`src/rtl/ib_vnu3_v2c_tx_pkg.sv`:
```
// Shared types for the V2C transmit block: FSM encoding and default message width.
package ib_vnu3_v2c_tx_pkg;

  localparam int QUAN_SIZE_DEF = 3;

  typedef enum logic [1:0] {
    IDLE  = 2'd0,
    ITER0 = 2'd1,
    ITERN = 2'd2,
    DRAIN = 2'd3
  } v2c_state_e;

endpackage

```
`src/rtl/ib_vnu3_v2c_tx_fifo.sv`:
```
// Two-entry FIFO with a registered head: 1-cycle latency into an empty FIFO, push ignored when full.
// The head register keeps its last value while empty so the outputs stay stable.
module ib_v2c_skid_fifo #(
  parameter int WIDTH = 11
) (
  input  logic             i_clk,
  input  logic             i_rst_n,
  input  logic             i_push_vld,
  input  logic [WIDTH-1:0] i_push_dat,
  input  logic             i_pop_rdy,
  output logic             o_head_vld,
  output logic [WIDTH-1:0] o_head_dat,
  output logic [1:0]       o_cnt
);

  logic [WIDTH-1:0] r_head;
  logic [WIDTH-1:0] r_tail;
  logic [1:0]       r_cnt;
  logic             w_push;
  logic             w_pop;

  assign o_head_vld = (r_cnt != 2'd0);
  assign o_head_dat = r_head;
  assign o_cnt      = r_cnt;
  assign w_push     = i_push_vld && (r_cnt != 2'd2);
  assign w_pop      = o_head_vld && i_pop_rdy;

  always_ff @(posedge i_clk or negedge i_rst_n) begin
    if (!i_rst_n) begin
      r_head <= '0;
      r_tail <= '0;
      r_cnt  <= 2'd0;
    end else begin
      case ({w_push, w_pop})
        2'b10: begin
          if (r_cnt == 2'd0) r_head <= i_push_dat;
          else               r_tail <= i_push_dat;
          r_cnt <= r_cnt + 2'd1;
        end
        2'b01: begin
          if (r_cnt == 2'd2) r_head <= r_tail;
          r_cnt <= r_cnt - 2'd1;
        end
        // push implies count < 2, so with a pop the count is exactly 1
        2'b11:   r_head <= i_push_dat;
        default: ;
      endcase
    end
  end

endmodule

```
`src/rtl/ib_vnu3_v2c_tx.sv`:
```
// V2C transmit for a degree-3 VNU: source mux, layer tagging, iteration tracking, 2-deep output FIFO.
// Beats reach the outputs 1 cycle after acceptance; in_ready depends only on state and FIFO count.
module ib_vnu3_v2c_tx
  import ib_vnu3_v2c_tx_pkg::*;
#(
  parameter int QUAN_SIZE   = QUAN_SIZE_DEF,
  parameter int LAYER_NUM   = 4,
  parameter int LAYER_WIDTH = 2,
  parameter int MAX_ITER    = 10,
  parameter int ITER_WIDTH  = 4
) (
  input  logic                   read_clk,
  input  logic                   rstn,
  input  logic                   dec_start,
  input  logic [QUAN_SIZE-1:0]   M0,
  input  logic [QUAN_SIZE-1:0]   M1,
  input  logic [QUAN_SIZE-1:0]   M2,
  input  logic [QUAN_SIZE-1:0]   ch_llr,
  input  logic                   in_valid,
  output logic                   in_ready,
  output logic [QUAN_SIZE-1:0]   v2c0_out,
  output logic [QUAN_SIZE-1:0]   v2c1_out,
  output logic [QUAN_SIZE-1:0]   v2c2_out,
  output logic [LAYER_WIDTH-1:0] v2c_layer,
  output logic                   out_valid,
  input  logic                   out_ready,
  output logic                   v2c_src,
  output logic [ITER_WIDTH-1:0]  iter_cnt,
  output logic                   dec_done
);

  localparam int DW = 3*QUAN_SIZE + LAYER_WIDTH;
  localparam logic [LAYER_WIDTH-1:0] LAST_LAYER = LAYER_WIDTH'(LAYER_NUM - 1);
  localparam logic [ITER_WIDTH-1:0]  LAST_ITER  = ITER_WIDTH'(MAX_ITER - 1);

  v2c_state_e             r_state;
  v2c_state_e             w_state_nxt;
  logic [LAYER_WIDTH-1:0] r_layer;
  logic [LAYER_WIDTH-1:0] w_layer_nxt;
  logic [ITER_WIDTH-1:0]  r_iter;
  logic [ITER_WIDTH-1:0]  w_iter_nxt;
  logic [1:0]             w_fifo_cnt;
  logic                   w_acc;
  logic [DW-1:0]          w_push_dat;
  logic [DW-1:0]          w_head_dat;

  assign v2c_src  = (r_state == ITER0);
  assign in_ready = ((r_state == ITER0) || (r_state == ITERN)) && (w_fifo_cnt != 2'd2);
  assign w_acc    = in_valid && in_ready;
  assign iter_cnt = r_iter;

  // first iteration has no VNU history yet, so the channel LLR goes out on every edge
  assign w_push_dat = v2c_src ? {r_layer, ch_llr, ch_llr, ch_llr}
                              : {r_layer, M0, M1, M2};
  assign {v2c_layer, v2c0_out, v2c1_out, v2c2_out} = w_head_dat;

  always_ff @(posedge read_clk or negedge rstn) begin
    if (!rstn) begin
      r_state <= IDLE;
      r_layer <= '0;
      r_iter  <= '0;
    end else begin
      r_state <= w_state_nxt;
      r_layer <= w_layer_nxt;
      r_iter  <= w_iter_nxt;
    end
  end

  always_comb begin
    w_state_nxt = r_state;
    w_layer_nxt = r_layer;
    w_iter_nxt  = r_iter;
    dec_done    = 1'b0;
    case (r_state)
      IDLE: begin
        if (dec_start) begin
          w_state_nxt = ITER0;
          w_layer_nxt = '0;
          w_iter_nxt  = '0;
        end
      end
      ITER0, ITERN: begin
        if (w_acc) begin
          if (r_layer == LAST_LAYER) begin
            w_layer_nxt = '0;
            // the final iteration count is held for observation until the next codeword
            if (r_iter == LAST_ITER) begin
              w_state_nxt = DRAIN;
            end else begin
              w_iter_nxt  = r_iter + 1'b1;
              w_state_nxt = ITERN;
            end
          end else begin
            w_layer_nxt = r_layer + 1'b1;
          end
        end
      end
      DRAIN: begin
        if (w_fifo_cnt == 2'd0) begin
          w_state_nxt = IDLE;
          dec_done    = 1'b1;
        end
      end
      default: w_state_nxt = IDLE;
    endcase
  end

  ib_v2c_skid_fifo #(
    .WIDTH(DW)
  ) u_fifo (
    .i_clk      (read_clk),
    .i_rst_n    (rstn),
    .i_push_vld (w_acc),
    .i_push_dat (w_push_dat),
    .i_pop_rdy  (out_ready),
    .o_head_vld (out_valid),
    .o_head_dat (w_head_dat),
    .o_cnt      (w_fifo_cnt)
  );

endmodule

```
`config.mk`:
```
export PLATFORM = sky130hd
export DESIGN_NAME = ib_vnu3_v2c_tx
export DESIGN_NICKNAME = d
export VERILOG_FILES = /design/src/rtl/ib_vnu3_v2c_tx_pkg.sv /design/src/rtl/ib_vnu3_v2c_tx_fifo.sv /design/src/rtl/ib_vnu3_v2c_tx.sv
export SDC_FILE = /design/constraint.sdc
export NUM_CORES = 1
export LEC_CHECK = 0
export ABC_CLOCK_PERIOD_IN_PS = 3060
export BUFFER_PORTS_ARGS = -buffer_cell sky130_fd_sc_hd__buf_2
export CORE_ASPECT_RATIO = 0.5
export CORE_UTILIZATION = 34
export CTS_CLUSTER_SIZE = 30
export DETAILED_ROUTE_END_ITERATION = 10
export PLACE_DENSITY_LB_ADDON = 0.15
export SETUP_SLACK_MARGIN = 0.05
export SLEW_MARGIN = 10
export SYNTH_ARGS = -nofsm -noshare
export SYNTH_HDL_FRONTEND = slang
export SYNTH_SLANG_ARGS = --single-unit
export TNS_END_PERCENT = 1
```
`constraint.sdc`:
```
create_clock -name read_clk -period 3.06 [get_ports read_clk]
set_input_delay 0 -clock read_clk [delete_from_list [all_inputs] [get_ports read_clk]]
set_output_delay 0 -clock read_clk [all_outputs]
set_load 0.02 [all_outputs]
```
; ---- Word level (Yosys, flattened, before mapping)
; Index checks and enable logic that the tools add are counted.
[word_totals]
regBits = 32
in_bits = 17
out_inout_bits = 19
elab_cells = 67
[classes]
add_sub_neg = 4
eq_ne = 17
mux = 22
bitwise_logic = 1
reduce_logical = 17
[ops]
columns = op, count
row1 = 11-bit one-hot mux with 3 select lines, 1
row2 = 11-bit 2-to-1 mux, 2
row3 = 4-bit 2-to-1 mux, 4
row4 = 2-bit 2-to-1 mux, 7
row5 = 2-bit == test (second input constant), 6
row6 = 2-bit inequality test (second input constant), 6
row7 = 9-bit 2-to-1 mux, 1
row8 = 2-bit one-hot mux with 2 select lines, 2
row9 = 4-bit one-hot mux with 2 select lines, 1
row10 = 2-bit one-hot mux with 3 select lines, 1
row11 = 3-bit AND reduction, 2
row12 = 2-bit nonzero test, 3
row13 = 5-bit AND reduction, 1
row14 = 2-bit by 1-bit adder with 2-bit output (second input constant), 2
row15 = 4-bit by 1-bit adder with 4-bit output (second input constant), 1
row16 = 2-bit by 1-bit == test with 1-bit output (second input constant), 2
row17 = 4-bit == test (second input constant), 1
row18 = 1-bit logical AND, 4
row19 = 2-bit logical NOT, 2
row20 = 2-bit by 1-bit inequality test with 1-bit output (second input constant), 2
row21 = 4-bit AND reduction, 1
row22 = 1-bit 2-to-1 mux, 3
row23 = 3-bit nonzero test, 1
row24 = 2-bit AND reduction, 1
row25 = other kinds (4), 4

; ---- Depth between registers and ports, before layout
; Gate-level depths: netlist (run 1).
[logic_depth]
word_depth = 8
mapped_depth = 11
depth_no_buf = 9

; ---- Hierarchy
; From an unflattened synthesis (run 1), not the netlist that was laid out.
[hier_totals]
cells_unflattened = 164
area_unflattened_um2 = 1821.7
[modules_own_cells]
columns = module, instances, cells_each, area_each_um2, seq_area_each_um2
row1 = ib_v2c_skid_fifo, 1, 78, 1133.6, 600.6
row2 = ib_vnu3_v2c_tx, 1, 86, 688.2, 200.2

; ---- Worst setup path after synthesis (run 1)
; Ideal clock, no wire load.
[synth_path]
kind = register -> register
startpoint = register r_state[0]
endpoint = register u_fifo.r_head[0] (netlist: u_fifo.o_head_dat[0])
setup_time_ns = 0.125
t_arrival_ns = 2.158
required_ns = 2.935
setup_slack_ns = 0.777
stages_incl_launch_ff = 12
path_buffers = 2
synth_period_minus_slack_ns = 2.283
cell_sequence = dfrtp_1 -> inv_1 -> ha_1 -> clkbuf_1 -> nand3_1 -> inv_1 -> ha_1 -> nand2b_1 -> a21oi_2 -> nor2_1 -> buf_6 -> mux2_4
[synth_between]
elab_chain_cells = 8
word_cells_on_any_way = 16
cone_classes = 7 x eq/ne / 3 x mux / 6 x reduce/logical
[synth_lines]
columns = item, line
row1 = start: declaration, ib_vnu3_v2c_tx.sv:36  ; v2c_state_e r_state;
row2 = start signal: assignment, ib_vnu3_v2c_tx.sv:63  ; r_state <= w_state_nxt;
row3 = 2-bit by 1-bit == test with 1-bit output / 2-bit == test (equally long branches), "ib_vnu3_v2c_tx.sv:47, ib_vnu3_v2c_tx.sv:48"
row4 = 1-bit logical OR, ib_vnu3_v2c_tx.sv:48  ; assign in_ready = ((r_state == ITER0) || (r_state == ITERN)) && (w_fifo_cnt != 2'd2);
row5 = 1-bit logical AND, ib_vnu3_v2c_tx.sv:48
row6 = 1-bit logical AND, ib_vnu3_v2c_tx.sv:49  ; assign w_acc = in_valid && in_ready;
row7 = 1-bit logical AND, ib_vnu3_v2c_tx_fifo.sv:25  ; assign w_push = i_push_vld && (r_cnt != 2'd2);
row8 = 2-bit by 1-bit == test with 1-bit output / 2-bit == test (equally long branches), ib_vnu3_v2c_tx_fifo.sv:34  ; case ({w_push, w_pop})
row9 = 2-bit by 1-bit inequality test with 1-bit output (no line) (tied with other cells), n/a
row10 = 3-bit AND reduction (no line), n/a
row11 = end signal: assignment, ib_vnu3_v2c_tx_fifo.sv:36  ; if (r_cnt == 2'd0) r_head <= i_push_dat;
row12 = end signal: assignment, ib_vnu3_v2c_tx_fifo.sv:41  ; if (r_cnt == 2'd2) r_head <= r_tail;
row13 = end signal: assignment, ib_vnu3_v2c_tx_fifo.sv:45  ; 2'b11: r_head <= i_push_dat;
row14 = end: declaration, ib_vnu3_v2c_tx_fifo.sv:16  ; logic [WIDTH-1:0] r_head;
; Several ways; a longest one is shown, not always the timed one. The select of a mux whose other input is x is not followed.
; A chain may end at the register's enable or synchronous reset.

; ---- Worst setup path in the final report (run 1)
[layout_path]
startpoint = register r_state[1]
endpoint = register u_fifo.r_head[9] (netlist: u_fifo.o_head_dat[9])
[layout_between]
elab_chain_cells = 8
word_cells_on_any_way = 14
cone_classes = 7 x eq/ne / 1 x mux / 6 x reduce/logical
[layout_lines]
columns = item, line
row1 = 2-bit by 1-bit == test with 1-bit output / 2-bit == test (equally long branches), ib_vnu3_v2c_tx.sv:48
row2 = 1-bit logical OR *, ib_vnu3_v2c_tx.sv:48
row3 = 1-bit logical AND *, ib_vnu3_v2c_tx.sv:48
row4 = 1-bit logical AND *, ib_vnu3_v2c_tx.sv:49
row5 = 1-bit logical AND *, ib_vnu3_v2c_tx_fifo.sv:25
row6 = 2-bit by 1-bit == test with 1-bit output / 2-bit == test (equally long branches), ib_vnu3_v2c_tx_fifo.sv:34
row7 = 2-bit by 1-bit inequality test with 1-bit output (no line) (tied with other cells), n/a
row8 = 3-bit AND reduction (no line), n/a
; Every way passes the cells marked *; elsewhere a longest branch is shown, timed or not.

==> impl_metrics.py, run 1 <==
metrics = {
    "timing": {
        "period_minus_slack_ns": 2.43,
        "skew_ns": 0.00802,
        "tightest_slew_ns": 0.753,
        "hold_viol": 0,
        "slew_headroom": 0.498,
        "setup_viol_count_final": 0,
        "fin_tns_setup_ns": 0,
        "fmax_mhz": 411,
        "rsz0062_at_grt": "no",
        "setup_ws_ns": 0.628,
        "min_period_over_period": 0.795,
        "final_max_slew_viol_count": 0,
    },
    "global_routing": {
        "overflow": 0,
        "antenna_found_initial": 0,
        "grt_pass1_wl_um": 6020,
        "grtUsageTotal": 0.143,
        "grt_max_degree": 33,
        "grt_pass1_vias": 1226,
    },
    "floorplanning": {
        "dieArea_um2": 5710,
        "die_y_um": 54.0,
        "io_pins": 36,
        "start_util": 0.362,
        "rows": 18,
        "fp.dieW_um": 106,
        "core_area_um2": 5070,
    },
    "worst_setup_path": {
        "cp_slowest_stage_delay_ns": 0.47,
        "critPathKind": "register to register",
        "crit_fanout": 12,
        "crit_cells": 10,
        "cp_num_buf_inv": 3,
        "crit_path_end_kind": "register",
        "startpoint": "r_state[1]",
        "crit_end": "u_fifo.o_head_dat[9]",
        "crit_family": "adder cells",
        "cp.arrival_ns": 2.60,
        "r2r-end": "u_fifo.o_head_dat[9]",
        "cpMaxStageDelayCell": "ha_1",
        "r2r_start": "r_state[1]",
        "r2r_slack_ns": 0.63,
        "crit_required_ns": 3.23,
        "worst_setup_path_start_kind": "register",
        "r2r_cells": 10,
        "worstPathCellList": "inv_1 > ha_1 > nand3_1 > inv_1 > ha_1 > nand2b_1 > a21oi_2 > nor2_1 > buf_4 > mux2_2",
    },
    "route": {
        "vias": 1265,
        "wl_per_cell_um": 14.5,
        "drtAntennaViolNets": 0,
        "drt-total-wl_um": 3770,
        "drtIter0Drc": 35,
        "first_pass_iters": 4,
        "viasPerCell": 4.87,
        "drc": 0,
    },
    "final_layout": {
        "layout.nets": 215,
        "drive_gt1_frac": 0.479,
        "final_common_cell": "buf_2",
        "antenna_cells": 0,
        "final_cell_mix": "35 x buf_2, 32 x mux2_2, 32 x dfrtp_1",
        "synthToLayoutAreaGrowth_pct": 17.9,
        "fin_area_um2": 2160,
    },
    "synth": {
        "syn_area_um2": 1840,
        "synth-compound-area-share": 0.0763,
        "muxShareOfSynthArea": 0.284,
        "synth_edf_count": 0,
        "yosys.area_share.simple": 0.0900,
        "synth_async_sr_flop_share": 1.00,
        "synthXorXnorAreaFrac": 0.0143,
        "ys_warn_count": 0,
        "ys_ff_latch": 32,
        "synth_top_family_by_area": "multiplexers",
        "synth_flop_cell": "dfrtp_1",
        "synth_fp_nets": 177,
        "synth.distinct_cells": 36,
        "yosysSeqAreaShare": 0.436,
        "synthAdderAreaFrac": 0.0613,
        "syn_avg_cell_area_um2": 12.2,
        "synthCells": 151,
    },
    "run_status": {
        "status": "complete, no violations",
    },
    "hold_path": {
        "hold_path_class": "input port to register",
        "min_from": "M2[0]",
    },
    "clocking": {
        "cts_buffers": 5,
        "cts_setup_buffers": 0,
        "path_clk_slew_ns": 0.07,
        "worstSkewPairLatency_ns": 0.29,
        "cts_resized": 0,
        "clk_root_buffer_cell": "clkbuf_8",
        "clock_sinks": 32,
        "clockBufferDepth": 2,
        "cts_max_level": 2,
        "cts_tree": "done",
    },
    "placed_design": {
        "place_hpwl_um": 2590,
        "numPortBuffers": 35,
        "placed_area_um2": 2070,
        "gp_congestion": 0.794,
        "pre_cts_ws_ns": 0.645,
    },
    "pwr": {
        "finalPower_mw": 2.61,
        "p_leak_nw": 1.02,
        "peakVddDrop_mv": 0.350,
        "power.density_nw_per_um2": 1210,
    },
    "run": {
        "cap_violations": 0,
    },
}
-- routing by layer --
| metal | wire length (µm) | GRT usage | up-vias |
|---|---|---|---|
| met2 | 1740 | 0.240 | 22 |
| met5 | 0 | 0 | - |
| met4 | 38 | 0.0556 | 0 |
| li1 | - | - | 613 |
| met3 | 127 | 0.0339 | 4 |
| met1 | 1870 | 0.185 | 626 |
-- logic make-up after synthesis --
logic type	after synthesis
flip-flops	32
AO/OA/AOI/OAI	20
buffers and inverters	14
adder cells (fa/ha/maj)	9
multiplexers	43
AND/OR/NAND/NOR	30
XOR/XNOR	3
-- cell usage after synthesis (4+ instances only) --
cell type	instances	share of area
dfrtp_1	32	0.44
ha_1	9	0.061
inv_1	8	0.016
mux2_2	32	0.20
mux2_4	10	0.082
nand2_1	6	0.012
nand3_1	4	0.011
nor2_1	5	0.010
o21ai_0	11	0.030
-- per-stage QoR --
stage	util	hold WS (ns)	instances
floorplan	-	-0.296	151
global placement	0.408	0.109	251
detailed placement	0.408	0.108	251
CTS	0.427	0.0837	260
global route	0.427	0.100	260
finish	0.427	0.0934	260
-- worst min-delay path by stage --
stage,to,slack (ns),cells past startpoint
after CTS,u_fifo.r_tail[0],0.08,3
final,u_fifo.r_tail[0],0.09,3
after global placement,u_fifo.o_head_dat[3],0.11,1
after global routing,u_fifo.r_tail[0],0.10,3
after floorplan,iter_cnt[0],-0.30,0
after detailed placement,u_fifo.o_head_dat[1],0.11,1
-- power by group --
part / internal [mW] / switching, mW
registers: 0.638 / 0.144
clock network: 0.158 / 0.162
logic: 0.734 / 0.774
-- worst reg2reg max path: stages (launching register included) --
cell and delay, ns:
dfrtp_1 0.38, inv_1 0.07, ha_1 0.47, nand3_1 0.21, inv_1 0.09, ha_1 0.19, nand2b_1 0.14, a21oi_2 0.06
nor2_1 0.11, buf_4 0.25, mux2_2 0.36
-- flip-flops by register name (all words and copies together), names as in the netlist --
signal / flops
iter_cnt: 4
r_layer: 2
r_state: 2
u_fifo.o_cnt: 2
u_fifo.o_head_dat: 11
u_fifo.r_tail: 11
-- final cells by class --
class	count	area, µm²
clock buffers	5	68.8
clock inverters	3	18.8
fillers	487	2900
inverters	8	30.0
multi-input cells	105	965
flip-flops and latches	32	801
well taps	70	87.6
repair buffers	37	193
-- what timing repair did --
action	4_1_cts	5_1_grt
endpoints found under the hold margin	32	0
endpoints found under the setup margin	0	0
hold buffers	1	0
No activity file was read; power rests on OpenSTA's default activity.
==> run 2: changes to the inputs <==
Settings changed: ABC_CLOCK_PERIOD_IN_PS 3060 to 2200.
Clock period 3.06 ns to 2.2 ns, I/O delays scaled along.
==> run 2 against run 1 <==
  * Sequential share of layout area fell by 2.6 points
  * Largest cell class unchanged
  * Utilization grew 3.2 points
  * Cell count rose by 3.1%
  * Non-clock buffer count is 8 higher
==> impl_metrics.py, run 2 (synthesis results as in run 1) <==
metrics = {
    "run": {
        "cap_violations": 0,
    },
    "floorplanning": {
        "io_pins": 36,
        "fp.dieW_um": 106,
        "die_y_um": 54.0,
        "start_util": 0.362,
        "core_area_um2": 5070,
        "dieArea_um2": 5710,
        "rows": 18,
    },
    "pwr": {
        "swShare": 0.389,
        "p_leak_nw": 1.09,
        "finalPower_mw": 4.03,
        "pwr-share-clk": 0.141,
        "internal_power_mw": 2.46,
        "peakVddDrop_mv": 0.466,
        "power.density_nw_per_um2": 1730,
        "seqPwrFrac": 0.269,
        "switchingPower_mw": 1.57,
        "power_frac_comb": 0.590,
    },
    "clocking": {
        "clock_sinks": 32,
        "clk_root_buffer_cell": "clkbuf_8",
        "cts_tree": "done",
        "clockBufferDepth": 2,
        "cts_max_level": 2,
        "path_clk_slew_ns": 0.07,
        "worstSkewPairLatency_ns": 0.29,
        "cts_buffers": 5,
    },
    "timing": {
        "fin_tns_setup_ns": 0,
        "slew_headroom": 0.516,
        "tightest_slew_ns": 0.726,
        "final_max_slew_viol_count": 0,
        "fin_hold_ws_ns": 0.0873,
        "setup_viol_count_final": 0,
        "rsz0062_at_grt": "yes",
        "skew_ns": 0.00757,
        "min_period_over_period": 0.930,
        "period_minus_slack_ns": 2.05,
        "hold_viol": 0,
        "fmax_mhz": 489,
        "setup_ws_ns": 0.155,
    },
    "global_routing": {
        "grt_pass1_vias": 1248,
        "grt_max_degree": 33,
        "grtUsageTotal": 0.148,
        "antenna_found_initial": 0,
        "overflow": 0,
        "grt_pass1_wl_um": 6200,
    },
    "placed_design": {
        "place_hpwl_um": 2600,
        "pre_cts_ws_ns": 0.113,
        "placed_area_um2": 2140,
        "numPortBuffers": 35,
        "gp_congestion": 0.750,
    },
    "hold_path": {
        "hold_path_class": "input port to register",
    },
    "worst_setup_path": {
        "critPathKind": "register to register",
        "cp.arrival_ns": 2.22,
        "r2r_start": "u_fifo.o_cnt[1]",
        "crit_path_end_kind": "register",
        "r2r-end": "u_fifo.o_head_dat[9]",
        "r2r_slack_ns": 0.15,
        "r2r_cells": 8,
        "worst_setup_path_start_kind": "register",
        "crit_required_ns": 2.37,
        "startpoint": "u_fifo.o_cnt[1]",
        "crit_fanout": 6,
        "crit_end": "u_fifo.o_head_dat[9]",
    },
    "final_layout": {
        "antenna_cells": 0,
        "synthToLayoutAreaGrowth_pct": 26.7,
        "final_cell_mix": "35 x buf_2, 32 x mux2_2, 32 x dfrtp_1",
        "layout.nets": 223,
        "final_common_cell": "buf_2",
        "drive_gt1_frac": 0.520,
        "fin_area_um2": 2320,
    },
    "run_status": {
        "status": "complete, no violations",
    },
    "route": {
        "drt-total-wl_um": 3790,
        "viasPerCell": 4.84,
        "first_pass_iters": 5,
        "drtAntennaViolNets": 0,
        "wl_per_cell_um": 14.2,
        "drc": 0,
        "drtIter0Drc": 33,
        "vias": 1297,
    },
}
run 2: worst min-delay path by stage:
stage,from,end,slack (ns),cells past startpoint
2_1_floorplan,rstn,iter_cnt[0],-0.30,0
3_3_place_gp,rstn,iter_cnt[2],0.11,1
3_5_place_dp,rstn,iter_cnt[2],0.11,1
4_1_cts,M2[2],u_fifo.r_tail[2],0.08,3
5_1_grt,M1[1],u_fifo.r_tail[4],0.09,3
6_report,M0[1],u_fifo.r_tail[7],0.09,3
run 2: stage by stage:
step            util  cells
2_1_floorplan      -    151
3_3_place_gp   0.421    256
3_5_place_dp   0.421    256
4_1_cts        0.445    265
5_1_grt        0.459    268
6_report       0.459    268
run 2: critical path, cell delays in order (launching register included):
cell and delay, ns:
dfrtp_1 0.44, or2_1 0.32, nand2_1 0.11, ha_1 0.20, nand2b_1 0.13, a21oi_2 0.07
nor2_4 0.17, buf_12 0.15, mux2_2 0.33
run 2: final cells by class:
type / instances / area [µm²]
clock buffers: 5 / 68.8
inverters: 8 / 30.0
repair buffers: 45 / 295
fillers: 480 / 2740
well taps: 70 / 87.6
multi-input cells: 105 / 1000
clock inverters: 3 / 42.5
flip-flops and latches: 32 / 801
run 2: power groups by stage:
| stage | Clock, mW | Combinational (mW) | Sequential [mW] |
|---|---|---|---|
| floorplan | 0 | 1.54 | 1.21 |
| global placement | 0 | 2.24 | 1.08 |
| detailed placement | 0 | 2.25 | 1.10 |
| CTS | 0.588 | 2.26 | 1.08 |
| global route | 0.612 | 2.62 | 1.13 |
| finish | 0.568 | 2.38 | 1.08 |
run 2: layer usage:
| metal | GRT usage | part of all wire | routed length, µm |
|---|---|---|---|
| met5 | 0 | 0 | 0 |
| met4 | 0.0486 | 0.011 | 40 |
| met3 | 0.0412 | 0.038 | 145 |
| met2 | 0.244 | 0.46 | 1730 |
| met1 | 0.191 | 0.49 | 1870 |
run 2: what timing repair did:
item,in CTS,in global routing
gates resized for setup,0,4
hold buffers,1,0
setup buffers,0,2
endpoints found under the setup margin,0,11
hold endpoints to repair,32,0
==> run 3: changes to the inputs <==
Settings changed: REMOVE_ABC_BUFFERS set to 1.
==> run 3 against run 2 <==
  * Cell count grew 0.75%
  * Worst hold slack lost 0.0063 ns
  * Clock power decreased by 19%
  * Combinational power down 4%
  * Die area did not move
  * Critical endpoint is now u_fifo.o_head_dat[6]
  * Maximum frequency fell by 1.5%
  * Clock skew increased by 0.00064 ns
==> impl_metrics.py, run 3 (synthesis results as in run 1) <==
metrics = {
    "placed_design": {
        "numPortBuffers": 35,
        "gp_congestion": 0.808,
        "place_hpwl_um": 2620,
        "placed_area_um2": 2130,
        "pre_cts_ws_ns": 0.0592,
    },
    "clocking": {
        "worstSkewPairLatency_ns": 0.29,
        "cts_buffers": 5,
        "clockBufferDepth": 2,
        "cts_tree": "done",
        "clock_sinks": 32,
        "cts_max_level": 2,
        "path_clk_slew_ns": 0.08,
        "clk_root_buffer_cell": "clkbuf_8",
    },
    "timing": {
        "skew_ns": 0.00822,
        "final_max_slew_viol_count": 0,
        "tightest_slew_ns": 0.738,
        "fin_hold_ws_ns": 0.0810,
        "setup_ws_ns": 0.124,
        "min_period_over_period": 0.944,
        "rsz0062_at_grt": "no",
        "fmax_mhz": 482,
        "period_minus_slack_ns": 2.08,
        "slew_headroom": 0.508,
        "setup_viol_count_final": 0,
        "hold_viol": 0,
    },
    "floorplanning": {
        "rows": 18,
        "fp.dieW_um": 106,
        "die_y_um": 54.0,
        "io_pins": 36,
        "dieArea_um2": 5710,
        "core_area_um2": 5070,
        "start_util": 0.362,
    },
    "worst_setup_path": {
        "crit_path_end_kind": "register",
        "cpMaxStageDelayCell": "dfrtp_1",
        "worstPathCellList": "inv_1 > ha_1 > nand3_2 > inv_1 > ha_1 > nand2b_1 > a21oi_2 > nor2_2 > buf_4 > mux2_4",
        "cp.arrival_ns": 2.26,
        "crit_fanout": 4,
        "critPathKind": "register to register",
        "cp_num_buf_inv": 3,
        "crit_required_ns": 2.38,
        "cp_slowest_stage_delay_ns": 0.37,
        "worst_setup_path_start_kind": "register",
        "crit_family": "adder cells",
    },
    "global_routing": {
        "grt_pass1_wl_um": 6020,
        "grt_max_degree": 33,
        "antenna_found_initial": 0,
        "grtUsageTotal": 0.143,
        "grt_pass1_vias": 1245,
        "overflow": 0,
    },
    "final_layout": {
        "num-fill-cells": 495,
        "regArea_um2": 801,
        "final_common_cell": "buf_2",
        "antenna_cells": 0,
        "layout.nets": 225,
        "fin_area_um2": 2270,
        "multiInputGateArea_um2": 977,
        "drive_gt1_frac": 0.520,
        "final_cell_mix": "35 x buf_2, 32 x mux2_2, 32 x dfrtp_1",
        "synthToLayoutAreaGrowth_pct": 23.8,
    },
    "route": {
        "vias": 1311,
        "viasPerCell": 4.86,
        "drtIter0Drc": 39,
        "drt-total-wl_um": 3680,
        "wl_per_cell_um": 13.6,
        "drtAntennaViolNets": 0,
        "first_pass_iters": 4,
        "drc": 0,
    },
    "run": {
        "cap_violations": 0,
    },
    "pwr": {
        "peakVddDrop_mv": 0.470,
        "power.density_nw_per_um2": 1690,
        "p_leak_nw": 1.07,
    },
    "hold_path": {
        "hold_path_class": "input port to register",
    },
    "run_status": {
        "status": "complete, no violations",
    },
}
==> run 3: cell count changes in the layout (fill, tap and decap cells not counted), sizes merged <==
cell,change
clkbuf,-1
buf,+3
bufinv,-1
clkinvlp,+1
==> run 3: worst paths after layout <==
check	startpoint	end	slack, ns	cells after the start
setup / recovery	r_state[0]	u_fifo.o_head_dat[6]	0.12	10
hold reg to reg	u_fifo.r_tail[3]	u_fifo.r_tail[3]	0.50	1
setup reg to reg	r_state[0]	u_fifo.o_head_dat[6]	0.12	10
min in group asynchronous	rstn	u_fifo.o_head_dat[5]	0.31	2
max in group asynchronous	rstn	u_fifo.r_tail[10]	1.41	2
hold / removal	M0[1]	u_fifo.r_tail[7]	0.08	3
==> run 3: stage by stage <==
stage                util  std cells  setup TNS [ns]  total power, mW
finish              0.448        270               0             3.83
global route        0.448        270               0             4.14
CTS                 0.441        267               0             3.82
detailed placement  0.420        258               0             3.34
global placement    0.420        258               0             3.29
floorplan               -        145           -4.65             2.68
==> run 3: worst reg2reg max path, stage by stage, from the launching register on <==
cell,delay (ns)
dfrtp_1,0.37
inv_1,0.06
ha_1,0.31
nand3_2,0.12
inv_1,0.07
ha_1,0.19
nand2b_1,0.14
a21oi_2,0.06
nor2_2,0.17
buf_4,0.19
mux2_4,0.30
==> run 3: what timing repair did <==
item	in CTS	in global routing
hold endpoints to repair	32	0
gates cloned	0	1
buffers inserted	0	2
resized for setup	1	5
hold buffers	1	0
pin swaps	0	1
endpoints found under the setup margin	5	11
==> run 3: metal layers <==
metal	share of wire	wire, µm	up-vias	track usage
li1	-	-	641	-
met1	0.49	1810	640	0.181
met2	0.46	1690	24	0.240
met3	0.035	127	6	0.0400
met4	0.014	51	0	0.0556
met5	0	0	-	0
==> run 3: final cells by class <==
cell class | instances | share of cell area
Tap cell | 70 | 0.0385
Sequential cell | 32 | 0.352
Timing Repair Buffer | 47 | 0.125
Inverter | 8 | 0.0132
Clock buffer | 5 | 0.0303
Multi-Input combinational cell | 105 | 0.430
Clock inverter | 3 | 0.0105
==> run 3: power breakdown <==
part,internal (mW),leakage [nW],switching (mW),total (mW)
registers,0.886,0.387,0.195,1.08
logic,1.18,0.640,1.11,2.29
clock network,0.224,0.0404,0.237,0.461
total,2.29,1.07,1.55,3.83
